**config.mk**
```make
export PLATFORM = sky130hd
export DESIGN_NAME = sram_controller
export DESIGN_NICKNAME = d
export VERILOG_FILES = /design/src/rtl/sram_controller.sv
export SDC_FILE = /design/constraint.sdc
export NUM_CORES = 1
export LEC_CHECK = 0
export CAP_MARGIN = 20
export CORE_ASPECT_RATIO = 1.5
export CORE_MARGIN = 2
export CORE_UTILIZATION = 35
export DETAILED_ROUTE_END_ITERATION = 8
export GPL_TIMING_DRIVEN = 0
export PLACE_DENSITY = 0.8
export SLEW_MARGIN = 20
export SYNTH_ARGS = -nofsm -noshare
export SYNTH_HDL_FRONTEND = slang
export SYNTH_SLANG_ARGS = --single-unit
```
**constraint.sdc**
```tcl
create_clock -name clk -period 1.9 [get_ports clk]
set_clock_uncertainty 0.05 [all_clocks]
set_input_delay 0.38 -clock clk [delete_from_list [all_inputs] [get_ports clk]]
set_output_delay 0.38 -clock clk [all_outputs]
set_load 0.03 [all_outputs]
```
**src/rtl/sram_controller.sv**
```systemverilog
// Clocked initiator for an asynchronous SRAM: turns a single-cycle req/ack handshake
// into a setup / strobe / hold access with registered strobes and read sampling.
module sram_controller #(
  parameter int unsigned depth  = 16,
  parameter int unsigned width  = 8,
  parameter int          cycles = 2
) (
  input  logic             clk,
  input  logic             rst_x,
  input  logic             i_req,
  input  logic             i_we,
  input  logic [depth-1:0] i_addr,
  input  logic [width-1:0] i_wdata,
  output logic             o_busy,
  output logic             o_ack,
  output logic [width-1:0] o_rdata,
  output logic [depth-1:0] o_sram_addr,
  output logic             o_sram_enable_x,
  output logic             o_sram_write_x,
  output logic [width-1:0] o_sram_wdata,
  input  logic [width-1:0] i_sram_rdata
);

  localparam int unsigned ACC_CYC = (cycles < 1) ? 32'd1 : 32'(cycles);
  localparam int unsigned CNT_W   = (ACC_CYC > 1) ? $clog2(ACC_CYC) : 1;
  localparam logic [CNT_W-1:0] CNT_LOAD = CNT_W'(ACC_CYC - 1);

  typedef enum logic [1:0] {
    ST_IDLE,
    ST_SETUP,
    ST_ACCESS,
    ST_HOLD
  } state_e;

  state_e             state_q, state_d;
  logic [CNT_W-1:0]   cnt_q, cnt_d;
  logic               we_q, we_d;
  logic [depth-1:0]   addr_q, addr_d;
  logic [width-1:0]   wdata_q, wdata_d;
  logic [width-1:0]   rdata_q, rdata_d;
  logic               en_x_q, en_x_d;
  logic               wr_x_q, wr_x_d;
  logic               busy_q, busy_d;
  logic               ack_q, ack_d;

  // Next-state and next-output logic; strobes default high so only ACCESS can pull them low.
  always_comb begin
    state_d = state_q;
    cnt_d   = cnt_q;
    we_d    = we_q;
    addr_d  = addr_q;
    wdata_d = wdata_q;
    rdata_d = rdata_q;
    en_x_d  = 1'b1;
    wr_x_d  = 1'b1;
    busy_d  = busy_q;
    ack_d   = 1'b0;

    unique case (state_q)
      ST_IDLE: begin
        if (i_req) begin
          we_d    = i_we;
          addr_d  = i_addr;
          wdata_d = i_wdata;
          busy_d  = 1'b1;
          state_d = ST_SETUP;
        end
      end
      ST_SETUP: begin
        cnt_d   = CNT_LOAD;
        en_x_d  = 1'b0;
        wr_x_d  = ~we_q;
        state_d = ST_ACCESS;
      end
      ST_ACCESS: begin
        if (cnt_q == '0) begin
          ack_d   = 1'b1;
          state_d = ST_HOLD;
          if (!we_q) begin
            rdata_d = i_sram_rdata;
          end
        end else begin
          cnt_d  = cnt_q - CNT_W'(1);
          en_x_d = 1'b0;
          wr_x_d = ~we_q;
        end
      end
      ST_HOLD: begin
        busy_d  = 1'b0;
        state_d = ST_IDLE;
      end
      default: begin
        state_d = ST_IDLE;
      end
    endcase
  end

  // State and output registers; reset drives both strobes high immediately.
  always_ff @(posedge clk or negedge rst_x) begin
    if (!rst_x) begin
      state_q <= ST_IDLE;
      cnt_q   <= '0;
      we_q    <= 1'b0;
      addr_q  <= '0;
      wdata_q <= '0;
      rdata_q <= '0;
      en_x_q  <= 1'b1;
      wr_x_q  <= 1'b1;
      busy_q  <= 1'b0;
      ack_q   <= 1'b0;
    end else begin
      state_q <= state_d;
      cnt_q   <= cnt_d;
      we_q    <= we_d;
      addr_q  <= addr_d;
      wdata_q <= wdata_d;
      rdata_q <= rdata_d;
      en_x_q  <= en_x_d;
      wr_x_q  <= wr_x_d;
      busy_q  <= busy_d;
      ack_q   <= ack_d;
    end
  end

  assign o_busy          = busy_q;
  assign o_ack           = ack_q;
  assign o_rdata         = rdata_q;
  assign o_sram_addr     = addr_q;
  assign o_sram_wdata    = wdata_q;
  assign o_sram_enable_x = en_x_q;
  assign o_sram_write_x  = wr_x_q;

endmodule

```
==> metrics.md, run 1 <==
| Metric | Value |
|---|---|
| Crit path depth | 4 |
| Cells after Synth | 101 |
| Min setup slack post-route | 100.2 ps |
| Pint | 2.778 mW |
| Seq/Total Area, Yosys | 63.55% |
| Maximum vdd drop | 0.8485 mV |
| Ports | 72 |
| Critical path type | reg2reg |
| Critical Path Start Type | register |
| GRT overflow | 0 |
| Routed len/inst | 15.19 um |
| Starting Density | 36.88% |
| Yosys reg bits | 40 |
| Area Overhead vs Synth | 55.63% |
| First-pass GRT wire length | 5554 um |
| Buf/Inv on CP | 1 |
| Total global-route track usage | 14.79% |
| Slowest library cell on the worst path | nor3b_4 |
| Final Non-Filler Cells | 227 |
| Die W | 58.84 um |
| Static leakage power | 1.045 nW |
| Pin count of the biggest net entering global routing | 22 |
| Complex-gate fraction of the synthesized area | 2.139% |
| Worst slew pin tran | 480.5 ps |
| Critical path peak fanout | 8 |
| Warnings from Yosys | 0 |
| Total number of vias | 1088 |
| WL final | 3447 um |
| Post-CTS Hold Buffers | 0 |
| Diode count | 0 |
| Outcome | complete, but fails checks |
| Detail Route Antenna Nets | 0 |
| Setup Slack @ Placement | 47.04 ps |
| Reg2reg start | state_q[0]$_DFFE_PN0P_ |
| Switching share of power | 39.51% |
| Met1 Usage GRT | 16.70% |
| Postcts setup bufs | 0 |
| Post-Synth XOR/XNOR Area | 0% |
| CTS tree | built |
| Vias in the first global route | 1206 |
| NetSw | 1.815 mW |
| Worst setup EP type | register |
| Insertion delay to the later sink of the worst-skew pair | 290 ps |
| PwrDens | 1869 nW/um^2 |
| Relative slew margins | 67.97% |
| DIE AREA | 5076 um^2 |
| Comb power frac | 54.0% |
| Clock Path Buffers | 2 |
| Routability cong. | 0.6705 |
| Worst-path clk slew | 70 ps |
| Initial antenna violation count | 0 |
| Final Max Tran Viols | 0 |
| # DRC | 5 |
| Worst hold path type | in2async |
| Detailed Route Iter0 Violations | 23 |
| Max-cap violations | 0 |
| M2 GR Usage | 26.06% |
| Unrepaired setup endpoints after global routing | no |
| Adder-cell share of the synthesized area | 3.962% |
| Grt peak-use layer | met2 |
| Final worst-path cycle share | 94.73% |
| CTS buffer count | 5 |
| Die Height | 86.27 um |
| Top Family by Delay on Critical Path | simple AND/OR/NAND/NOR gates |
| H-tree Lvls | 2 |
| RR Endpoint | o_rdata[2]$_DFFE_PN0P_ |
| Dpl cells | 219 |
| Minimum clock period | 1800 ps |
| Final setup viols | 0 |
| Worst Setup EP | o_rdata[2]$_DFFE_PN0P_ |
| Site Rows | 29 |
| Mean Syn Cell Area | 15.63 um^2 |
| Drt first pass iters | 6 |
| Detailed Place HPWL | 2745 um |
| Reg power frac | 33.8% |
| Core Area | 4282 um^2 |
| Syn nets | 142 |
| FF-to-FF setup slack | 100 ps |
| Post-Synth Simple-Gate Area | 4.358% |
| Final Util | 57.39% |
| Sink Count | 40 |
| Cells resized by post-CTS repair | 2 |
| Total chip power | 4.593 mW |
| Cell area after synthesis | 1579 um^2 |
| Reg2Reg Depth | 4 |
| Crit path required time | 2020 ps |
| Port bufs | 71 |
| Layout cells sized above 1 | 27.07% |
| Mux contribution to synthesized area | 24.88% |
| CP Cell Sequence | inv_1 -> ha_1 -> nor3b_4 -> mux2_2 |
| Worst hold slack | -5.979 ps |
| Combinational family with the most area after synthesis | multiplexers |
| Data arrival, critical path | 1920 ps |
| Root Driver | clkbuf_8 |
| Part of the power in the clock network | 12.2% |
| Critical path's largest stage delay | 450 ps |
| CP Launch Point | state_q[0]$_DFFE_PN0P_ |
| Nets | 221 |
| Synth unique cells | 16 |
| Max Freq | 555.6 MHz |
| GR Util met3 | 4.179% |
| Violated checks | DRC, hold timing |
| Final hold vios | 17 |
| Via/cell ratio | 4.793 |
## Yosys cell counts (all sizes together)
| library cell | n | area [um^2] |
|---|---|---|
| and2b | 1 | 8.760 |
| a21oi | 3 | 15.01 |
| buf | 2 | 10.01 |
| nand2 | 5 | 21.27 |
| dfstp | 2 | 52.55 |
| o21ai | 2 | 10.01 |
| mux2 | 34 | 382.9 |
| dfrtp | 38 | 950.9 |
| ha | 5 | 62.56 |
| a2bb2oi | 1 | 8.760 |
| inv | 2 | 7.510 |
| nor3b | 1 | 18.77 |
| nor2 | 2 | 7.510 |
| mux2i | 1 | 10.01 |
| nor2b | 2 | 12.51 |
## state kept, by name, indices dropped and copies added (netlist names)
signal,flops
o_busy,1
o_rdata,8
o_sram_wdata,8
o_ack,1
we_q,1
o_sram_write_x,1
o_sram_addr,16
o_sram_enable_x,1
state_q,2
cnt_q,1
## stage by stage
stage	setup TNS [ps]	cell area, um^2	hold WS [ps]
final	0	2457	-5.979
after global routing	0	2457	17.44
after CTS	0	2457	11.08
after detailed placement	0	2370	327.1
after global placement	-17800	2347	436.7
after floorplan	0	1579	34.41
## cell usage in the layout (no fill, tap or decap), drive strengths merged
| master | count |
|---|---|
| a21oi | 3 |
| a2bb2oi | 1 |
| and2b | 1 |
| buf | 4 |
| clkbuf | 8 |
| clkdlybuf4s50 | 68 |
| dfrtp | 38 |
| dfstp | 2 |
| dlygate4sd2 | 2 |
| ha | 5 |
| inv | 2 |
| mux2 | 34 |
| mux2i | 1 |
| nand2 | 5 |
| nor2 | 2 |
| nor2b | 2 |
| nor3b | 1 |
| o21ai | 2 |
## layout make-up
type / count / area [um^2]
well taps: 46 / 57.56
multi-input cells: 57 / 558.0
flip-flops and latches: 40 / 1003
clock buffers: 8 / 90.09
repair buffers: 72 / 730.7
fillers: 368 / 1824
plain buffers: 2 / 10.01
inverters: 2 / 7.507
## layer usage
metal	up-vias	routed length (um)
met3	7	195
met1	535	1285
li1	506	-
met4	0	78
met5	-	0
met2	40	1889
## worst min path at each step
stage | end | depth (start not counted) | startpoint
2_1_floorplan | cnt_q$_DFFE_PN0P_ | 0 | rst_x
6_report | state_q[0]$_DFFE_PN0P_ | 1 | rst_x
3_5_place_dp | o_ack$_DFF_PN0_ | 1 | rst_x
4_1_cts | o_sram_addr[1]$_DFFE_PN0P_ | 1 | rst_x
5_1_grt | state_q[0]$_DFFE_PN0P_ | 1 | rst_x
3_3_place_gp | o_sram_wdata[5]$_DFFE_PN0P_ | 1 | o_sram_wdata[5]$_DFFE_PN0P_
## worst register-to-register path: stages (launching register included)
cell and delay [ps]:
dfrtp_1 430, inv_1 120, ha_1 230, nor3b_4 450
mux2_2 400
## cell families after synthesis
kind of cell / after synthesis
flip-flops: 40
adder cells (fa/ha/maj): 5
multiplexers: 35
AND/OR/NAND/NOR: 11
buffers and inverters: 4
AO/OA/AOI/OAI: 6
## power by group through the flow
stage / clock network [mW] / registers, mW / logic [mW]
detailed placement: 0 / 1.57 / 2.51
CTS: 0.578 / 1.56 / 2.51
finish: 0.560 / 1.55 / 2.48
global placement: 0 / 1.53 / 2.46
global route: 0.617 / 1.61 / 2.62
floorplan: 0 / 2.32 / 0.704
No activity file was read; power rests on OpenSTA's default activity.
==> run 2: changes to the inputs <==
--- a/config.mk
+++ b/config.mk
@@ -9,6 +9,7 @@
 export CORE_ASPECT_RATIO = 1.5
 export CORE_MARGIN = 2
 export CORE_UTILIZATION = 35
+export CTS_CLUSTER_DIAMETER = 50
 export DETAILED_ROUTE_END_ITERATION = 8
 export GPL_TIMING_DRIVEN = 0
 export PLACE_DENSITY = 0.8
==> results of run 2 <==
No change in the layout: final DEF, timing and power equal those of run 1.
